File: config.mk
export PLATFORM = sky130hd
export DESIGN_NAME = inst_fetch_queue
export DESIGN_NICKNAME = d
export VERILOG_FILES = /design/src/rtl/inst_fetch_queue_pkg.sv /design/src/rtl/inst_fetch_queue_mem.sv /design/src/rtl/inst_fetch_queue.sv
export SDC_FILE = /design/constraint.sdc
export NUM_CORES = 1
export LEC_CHECK = 0
export CORE_MARGIN = 4
export CORE_UTILIZATION = 25
export CTS_BUF_LIST = sky130_fd_sc_hd__clkbuf_4 sky130_fd_sc_hd__clkbuf_8
export DETAILED_ROUTE_END_ITERATION = 7
export DONT_BUFFER_PORTS = 1
export PLACE_DENSITY = 0.48
export SETUP_SLACK_MARGIN = 0.3
export SLEW_MARGIN = 20
export SYNTH_ARGS = -nofsm -noshare
export SYNTH_HDL_FRONTEND = slang
export SYNTH_SLANG_ARGS = --single-unit
File: constraint.sdc
create_clock -name clk -period 8.55 [get_ports clk]
set_input_delay 0.4275 -clock clk [delete_from_list [all_inputs] [get_ports clk]]
set_output_delay 0.4275 -clock clk [all_outputs]
set_load 0.01 [all_outputs]
File: src/rtl/inst_fetch_queue_pkg.sv
// Shared types for the instruction fetch queue between fetch and decode.
package inst_fetch_queue_pkg;

    localparam int FETCH_QUEUE_DEPTH = 4;

    typedef struct packed {
        logic [31:0] pc;
        logic [31:0] instr;
        logic        adel;
    } fetch_entry_t;

    function automatic fetch_entry_t make_entry(
        input logic [31:0] pc,
        input logic [31:0] instr
    );
        fetch_entry_t e;
        e.pc    = pc;
        e.instr = instr;
        e.adel  = (pc[1:0] != 2'b00);
        return e;
    endfunction

endpackage

File: src/rtl/inst_fetch_queue_mem.sv
// Entry storage: one write port, one asynchronous read port, no reset.
module fetch_queue_mem
    import inst_fetch_queue_pkg::*;
#(
    parameter int DEPTH = FETCH_QUEUE_DEPTH,
    parameter int AW    = $clog2(DEPTH)
) (
    input  logic          clk,
    input  logic          we,
    input  logic [AW-1:0] waddr,
    input  fetch_entry_t  wdata,
    input  logic [AW-1:0] raddr,
    output fetch_entry_t  rdata
);

    fetch_entry_t mem [DEPTH];

    always_ff @(posedge clk) begin
        if (we) begin
            mem[waddr] <= wdata;
        end
    end

    assign rdata = mem[raddr];

endmodule

File: src/rtl/inst_fetch_queue.sv
// Circular fetch queue with wrap-bit pointers and keep-one flush support.
module inst_fetch_queue
    import inst_fetch_queue_pkg::*;
#(
    parameter int DEPTH = FETCH_QUEUE_DEPTH
) (
    input  logic                     clk,
    input  logic                     rst,
    input  logic                     push_valid,
    input  logic [31:0]              push_pc,
    input  logic [31:0]              push_instr,
    output logic                     push_ready,
    output logic                     pop_valid,
    output logic [31:0]              pop_pc,
    output logic [31:0]              pop_instr,
    output logic                     pop_adel,
    input  logic                     pop_ready,
    input  logic                     flush,
    input  logic                     flush_keep_one,
    output logic [$clog2(DEPTH):0]   count
);

    localparam int AW = $clog2(DEPTH);
    typedef logic [AW:0] ptr_t;

    ptr_t         rd_ptr, wr_ptr;
    ptr_t         rd_nxt, wr_nxt;
    logic         full, empty;
    logic         do_push, do_pop, we;
    fetch_entry_t wdata, rdata;

    assign empty      = (wr_ptr == rd_ptr);
    assign full       = (wr_ptr == {~rd_ptr[AW], rd_ptr[AW-1:0]});
    assign count      = wr_ptr - rd_ptr;
    assign push_ready = !full;
    assign pop_valid  = !empty;
    assign do_push    = push_valid && !full;
    assign do_pop     = pop_ready && !empty;
    assign wdata      = make_entry(push_pc, push_instr);

    always_comb begin
        rd_nxt = rd_ptr + ptr_t'(do_pop);
        wr_nxt = wr_ptr + ptr_t'(do_push);
        we     = do_push;
        if (flush && !flush_keep_one) begin
            rd_nxt = wr_ptr;
            wr_nxt = wr_ptr;
            we     = 1'b0;
        end else if (flush) begin
            // The pop stays honoured; keep only the oldest survivor.
            if (wr_ptr != rd_nxt) begin
                wr_nxt = rd_nxt + ptr_t'(1);
                we     = 1'b0;
            end else if (do_push) begin
                wr_nxt = wr_ptr + ptr_t'(1);
                we     = 1'b1;
            end else begin
                wr_nxt = wr_ptr;
                we     = 1'b0;
            end
        end
    end

    always_ff @(posedge clk or posedge rst) begin
        if (rst) begin
            rd_ptr <= '0;
            wr_ptr <= '0;
        end else begin
            rd_ptr <= rd_nxt;
            wr_ptr <= wr_nxt;
        end
    end

    fetch_queue_mem #(
        .DEPTH (DEPTH),
        .AW    (AW)
    ) u_mem (
        .clk   (clk),
        .we    (we),
        .waddr (wr_ptr[AW-1:0]),
        .wdata (wdata),
        .raddr (rd_ptr[AW-1:0]),
        .rdata (rdata)
    );

    assign pop_pc    = pop_valid ? rdata.pc    : 32'h0;
    assign pop_instr = pop_valid ? rdata.instr : 32'h0;
    assign pop_adel  = pop_valid ? rdata.adel  : 1'b0;

endmodule

==> run_results.csv, run 1 <==
group,metric,value,unit
status,status,"finished, final reports clean",
yosys,syn_avg_cell_area,21.8,sq um
sta,finalSetupViolations,0,
yosys,seq_area_frac_synth,76.5,%
yosys,synthFlopType,"edfxtp_1",
clocking,cts_resized,0,
setup_path,cp_data_required_time,8690,ps
clocking,clock_tree.root_cell,"clkbuf_8",
clocking,htreeDepth,2,
cells_and_area,layout-drive-gt1-share,24.9,%
pwr,power_density,334,mW/mm^2
die,coreArea,0.0410,sq mm
setup_path,worst_setup_path_start_kind,"register",
route,antenna_left,0,
die,dieHeight,212,microns
global_route,grt_use_total,9.92,%
sta,worst_pin_slew,1050,ps
clocking,cts_made_buffers,42,
die,initial_core_util,25.4,%
sta,skew,23.5,ps
global_route,grt_max_degree,69,
place,dp_slack,3230,ps
yosys,synth.area.top_cells,"edfxtp_1 (75%), mux4_2 (14%), and2_1 (4.0%), dfrtp_1 (1.4%), ha_1 (0.84%)",
place,portBuffers,0,
yosys,synth_nets,555,
yosys,syn_area,0.0104,sq mm
sta,rsz0062_at_grt,"false",
route,m1WireLength,8.54,mm
route,drtIter0Drc,178,
hold_path,hold_class,"in2reg",
die,die_w,212,microns
route,drc,0,
route,top_layer_used,"met5",
cells_and_area,fin_nets,645,
clocking,clockBufferDepth,3,
sta,timing.fmax,197,MHz
clocking,clock_sinks,266,
global_route,gr-total-overflow,0,
sta,hold_violations,0,
global_route,grt_pass1_wl,33.6,mm
yosys,synth_seq_cells,266,
yosys,synth-edff-count,260,
route,routed-wl-met3,1.94,mm
sta,slew_viol_final,0,
setup_path,arrival,5200,ps
place,hpwlAfterDp,13.6,mm
route,vias_per_cell,4.20,
sta,timing.final.ws_setup,3480,ps
sta,fin_setup_tns,0,ps
global_route,antenna_found_initial,6,
route,drtPass1Iterations,4,
sta,period_share,59.3,%
setup_path,worstSetupPathType,"reg2reg",
yosys,synth_area_leader_cell,"edfxtp_1",
die,io-pin-count,140,
pwr,ir_worst_vdd,163,uV
yosys,synth_most_common_cell,"edfxtp_1",
flow_run,maxCapViolations,0,
yosys,synth_top_area_share,75.0,%
die,fp-row-count,74,
place,placed_cells,990,
yosys,yosys-top-cells-count,"edfxtp_1 (260), and2_1 (66), mux4_2 (65)",
clocking,cts_tree,"done",
route,vias,4763,
pwr,cellLeakagePower,3.94,nW
place,gp_congestion,0.685,
cells_and_area,finalNonFillerCells,1135,
clocking,clk_pin_slew_worst_paths,60,ps
yosys,postSynthCellCount,477,
setup_path,end_kind,"register",
global_route,first_global_vias,5298,
yosys,synthArstFlopShare,2.26,%
cells_and_area,synthToLayoutAreaGrowth,20.1,%
setup_path,cp_max_fo,68,
pwr,p_total,4.17,mW
route,wl,22.6,mm
yosys,synth.distinct_cells,31,
route,dr_wl_met2,11.6,mm
die,die_area,0.0450,sq mm
sta,min_period,5070,ps
cells_and_area,utilization,30.5,%
sta,relSlewSlack,30.2,%
yosys,yosys_warnings,0,
clocking,insertion_delay,530,ps
route,wl_per_cell,19.9,microns
==> critical path, cell delays in order, from the launching register on <==
cell     delay [ps]
dfrtp_4        1120
inv_1           110
ha_1            380
nand3_4         550
and2_1          440
ha_1            180
ha_1            320
xnor2_1         210
nand4_1         120
a21bo_2         270
nor3_2          130
buf_4           790
==> final cells by class <==
class | instances | area [sq um]
clock inverter | 22 | 149
multi-input combinational | 177 | 2300
sequential | 266 | 7970
clock buffer | 53 | 679
inverter | 10 | 37.5
fill | 3921 | 28500
timing repair buffer | 70 | 688
antenna | 5 | 12.5
tap | 532 | 666
==> path summary, 6_finish.rpt <==
| path | start | to | slack, ps | cells past startpoint |
|---|---|---|---|---|
| setup / recovery | rd_ptr[1] | u_mem.mem[1][61] | 3480 | 11 |
| setup reg to reg | rd_ptr[1] | u_mem.mem[1][61] | 3480 | 11 |
| hold / removal | flush | wr_ptr[0] | 70 | 1 |
| min in group asynchronous | rst | wr_ptr[2] | 290 | 2 |
| hold reg to reg | wr_ptr[2] | rd_ptr[2] | 680 | 2 |
| max in group asynchronous | rst | rd_ptr[0] | 8020 | 2 |
==> flip-flops by register name, summed over array words and instances (netlist names) <==
register and count:
u_mem.mem 260, rd_ptr 3, wr_ptr 3
==> report_power, final <==
group | leakage (nW) | switching, mW | internal [mW]
clock | 0.446 | 0.461 | 0.582
combinational | 1.07 | 0.764 | 0.558
sequential | 2.43 | 0.158 | 1.65
==> cell families after synthesis <==
logic type | after synthesis | synth area share [%]
buf+inv | 34 | 1.73
mux | 65 | 14.1
compound gates | 14 | 1.14
simple gates | 83 | 4.77
fa+ha+maj | 8 | 1.03
flops | 266 | 76.5
xor+xnor | 7 | 0.793
==> routing by layer <==
| metal | global-route usage, % | up-vias |
|---|---|---|
| li1 | - | 2127 |
| met1 | 11.0 | 2468 |
| met2 | 17.3 | 123 |
| met3 | 4.31 | 43 |
| met4 | 2.97 | 2 |
| met5 | 0 | - |
==> cells in the final DEF (no fill, tap or decap), drive strengths merged, types with 2 or more instances in the layout <==
master and n:
diode 5, nor3 4, mux4 65, inv 10, buf 5, nand3 2, clkinv 20, xnor2 6
o21ai 3, clkbuf 53, ha 7, or2 2, dfrtp 6, edfxtp 260, bufinv 2, o221ai 2
and2 66, dlygate4sd3 65, nand2 5, o21a 2, o2111ai 3
==> metrics by stage <==
step | instance area (sq um) | hold slack, ps
2_1_floorplan | 10400 | 218
3_3_place_gp | 11000 | 259
5_1_grt | 12500 | 54.4
6_report | 12500 | 73.8
4_1_cts | 12500 | 22.8
3_5_place_dp | 11000 | 261
==> timing repair <==
action | in CTS | in global routing
setup buffers | 0 | 0
hold buffers | 65 | 0
hold endpoints to repair | 262 | 0
Note: power is estimated with default switching activity, not from simulation.
==> inputs of run 2 (changes only) <==
==> constraint.sdc (replaced) <==
create_clock -name clk -period 4.8 [get_ports clk]
set_input_delay 0.24 -clock clk [delete_from_list [all_inputs] [get_ports clk]]
set_output_delay 0.24 -clock clk [all_outputs]
set_load 0.01 [all_outputs]
==> run_results.csv, run 2 (synthesized netlist as in run 1, its figures left out) <==
group,metric,value,unit
status,status,"finished, final reports clean",
die,coreArea,0.0410,sq mm
sta,timing.final.ws_setup,1090,ps
sta,relSlewSlack,27.7,%
cells_and_area,final_common_cell,"edfxtp_1",
setup_path,end_kind,"register",
clocking,cts_resized,0,
clocking,clock_sinks,266,
place,portBuffers,0,
hold_path,hold_class,"in2async",
cells_and_area,layout-drive-gt1-share,26.9,%
sta,period_share,77.3,%
place,dp_slack,1100,ps
clocking,insertion_delay,600,ps
route,antenna_left,0,
setup_path,r2r_cells,10,
global_route,first_global_vias,5598,
pwr,power_density,605,mW/mm^2
die,initial_core_util,25.4,%
setup_path,crit_start,"rd_ptr[0]",
cells_and_area,top_regs,"u_mem.mem x260, rd_ptr x3, wr_ptr x3",
cells_and_area,synthToLayoutAreaGrowth,22.3,%
clocking,clock_tree.root_cell,"clkbuf_8",
clocking,htreeDepth,2,
pwr,combPwrFrac,33.0,%
route,drtIter0Drc,200,
global_route,grt_max_degree,68,
clocking,cts_hold_buf,69,
route,drtPass1Iterations,4,
setup_path,worst_setup_path_start_kind,"register",
global_route,gr-total-overflow,0,
sta,worst_pin_slew,1080,ps
clocking,cts_setup_buffers,0,
die,die_w,212,microns
route,vias_per_cell,4.29,
cells_and_area,layout_common_cells,"edfxtp_1 (260), dlygate4sd3_1 (69), and2_1 (66)",
clocking,cts_made_buffers,45,
pwr,p_sw,2.54,mW
setup_path,cp_max_fo,42,
pwr,p_clk_share,26.9,%
sta,hold_slack,83.9,ps
setup_path,arrival,3890,ps
pwr,cellLeakagePower,4.06,nW
setup_path,timing.rr.start,"rd_ptr[0]",
sta,timing.fmax,269,MHz
setup_path,r2r_slack,1090,ps
cells_and_area,fin_nets,660,
global_route,grt_use_total,10.2,%
die,dieHeight,212,microns
pwr,switching_share,32.9,%
sta,rsz0062_at_grt,"false",
cells_and_area,largest_reg_flops,260,
place,hpwlAfterDp,13.6,mm
route,vias,4923,
cells_and_area,regMostFlops,"u_mem.mem",
sta,min_period,3710,ps
global_route,antenna_found_initial,1,
clocking,clockBufferDepth,3,
pwr,power.internal,5.17,mW
sta,hold_violations,0,
setup_path,r2r_end,"u_mem.mem[3][49]",
sta,slew_viol_final,0,
die,die_area,0.0450,sq mm
sta,fin_setup_tns,0,ps
sta,finalSetupViolations,0,
flow_run,maxCapViolations,0,
setup_path,cp_data_required_time,4980,ps
place,gp_congestion,0.737,
route,drc,0,
pwr,ir_worst_vdd,281,uV
route,wl,22.9,mm
clocking,cts_tree,"done",
global_route,grt_pass1_wl,34.5,mm
sta,skew,45.2,ps
setup_path,worstSetupPathType,"reg2reg",
clocking,clk_pin_slew_worst_paths,70,ps
die,io-pin-count,140,
route,wl_per_cell,19.9,microns
die,fp-row-count,74,
pwr,seqPwrFrac,40.1,%
cells_and_area,utilization,31.0,%
==> run 2: worst max path at each step <==
| stage | to | depth (start not counted) |
|---|---|---|
| 2_1_floorplan | u_mem.mem[2][0] | 13 |
| 4_1_cts | u_mem.mem[2][49] | 10 |
| 3_3_place_gp | u_mem.mem[2][43] | 10 |
| 3_5_place_dp | u_mem.mem[2][49] | 10 |
| 5_1_grt | u_mem.mem[2][59] | 10 |
| 6_report | u_mem.mem[3][49] | 10 |
==> run 2: metrics by stage <==
step / power [mW] / instance area (sq um) / instances
floorplan: 5.08 / 10500 / 477
global placement: 5.65 / 11100 / 998
detailed placement: 5.70 / 11100 / 998
CTS: 7.90 / 12700 / 1146
global route: 8.17 / 12700 / 1146
finish: 7.71 / 12700 / 1147
==> run 2: critical path: stages (launching register included) <==
cell     delay (ps)
dfrtp_4         700
ha_1            430
nand3_2          80
and2_1          170
ha_1            210
ha_4            290
xnor2_1         140
nand4_1         160
a21bo_4         280
nor3_4          150
buf_4           620
==> run 2: cell type report <==
cell class / count / area (sq um)
Fill cell: 3931 / 28300
Timing Repair Buffer: 82 / 801
Clock buffer: 64 / 768
Sequential cell: 266 / 7970
Inverter: 10 / 37.5
Clock inverter: 15 / 153
Tap cell: 532 / 666
Antenna cell: 1 / 2.50
Multi-Input combinational cell: 177 / 2340
==> run 2: power by group through the flow <==
stage                     Sequential [mW]  Combinational (mW)  Clock (mW)
after floorplan                      3.06                2.01           0
after global placement               3.13                2.52           0
after detailed placement             3.15                2.55           0
after CTS                            3.10                2.64        2.16
after global routing                 3.13                2.77        2.27
final                                3.09                2.54        2.07
==> run 2: layer usage <==
metal | part of all wire [%] | track usage [%]
met5 | 0.035 | 0
met4 | 2.5 | 3.60
met3 | 6.2 | 3.54
met2 | 49 | 16.5
met1 | 43 | 12.7
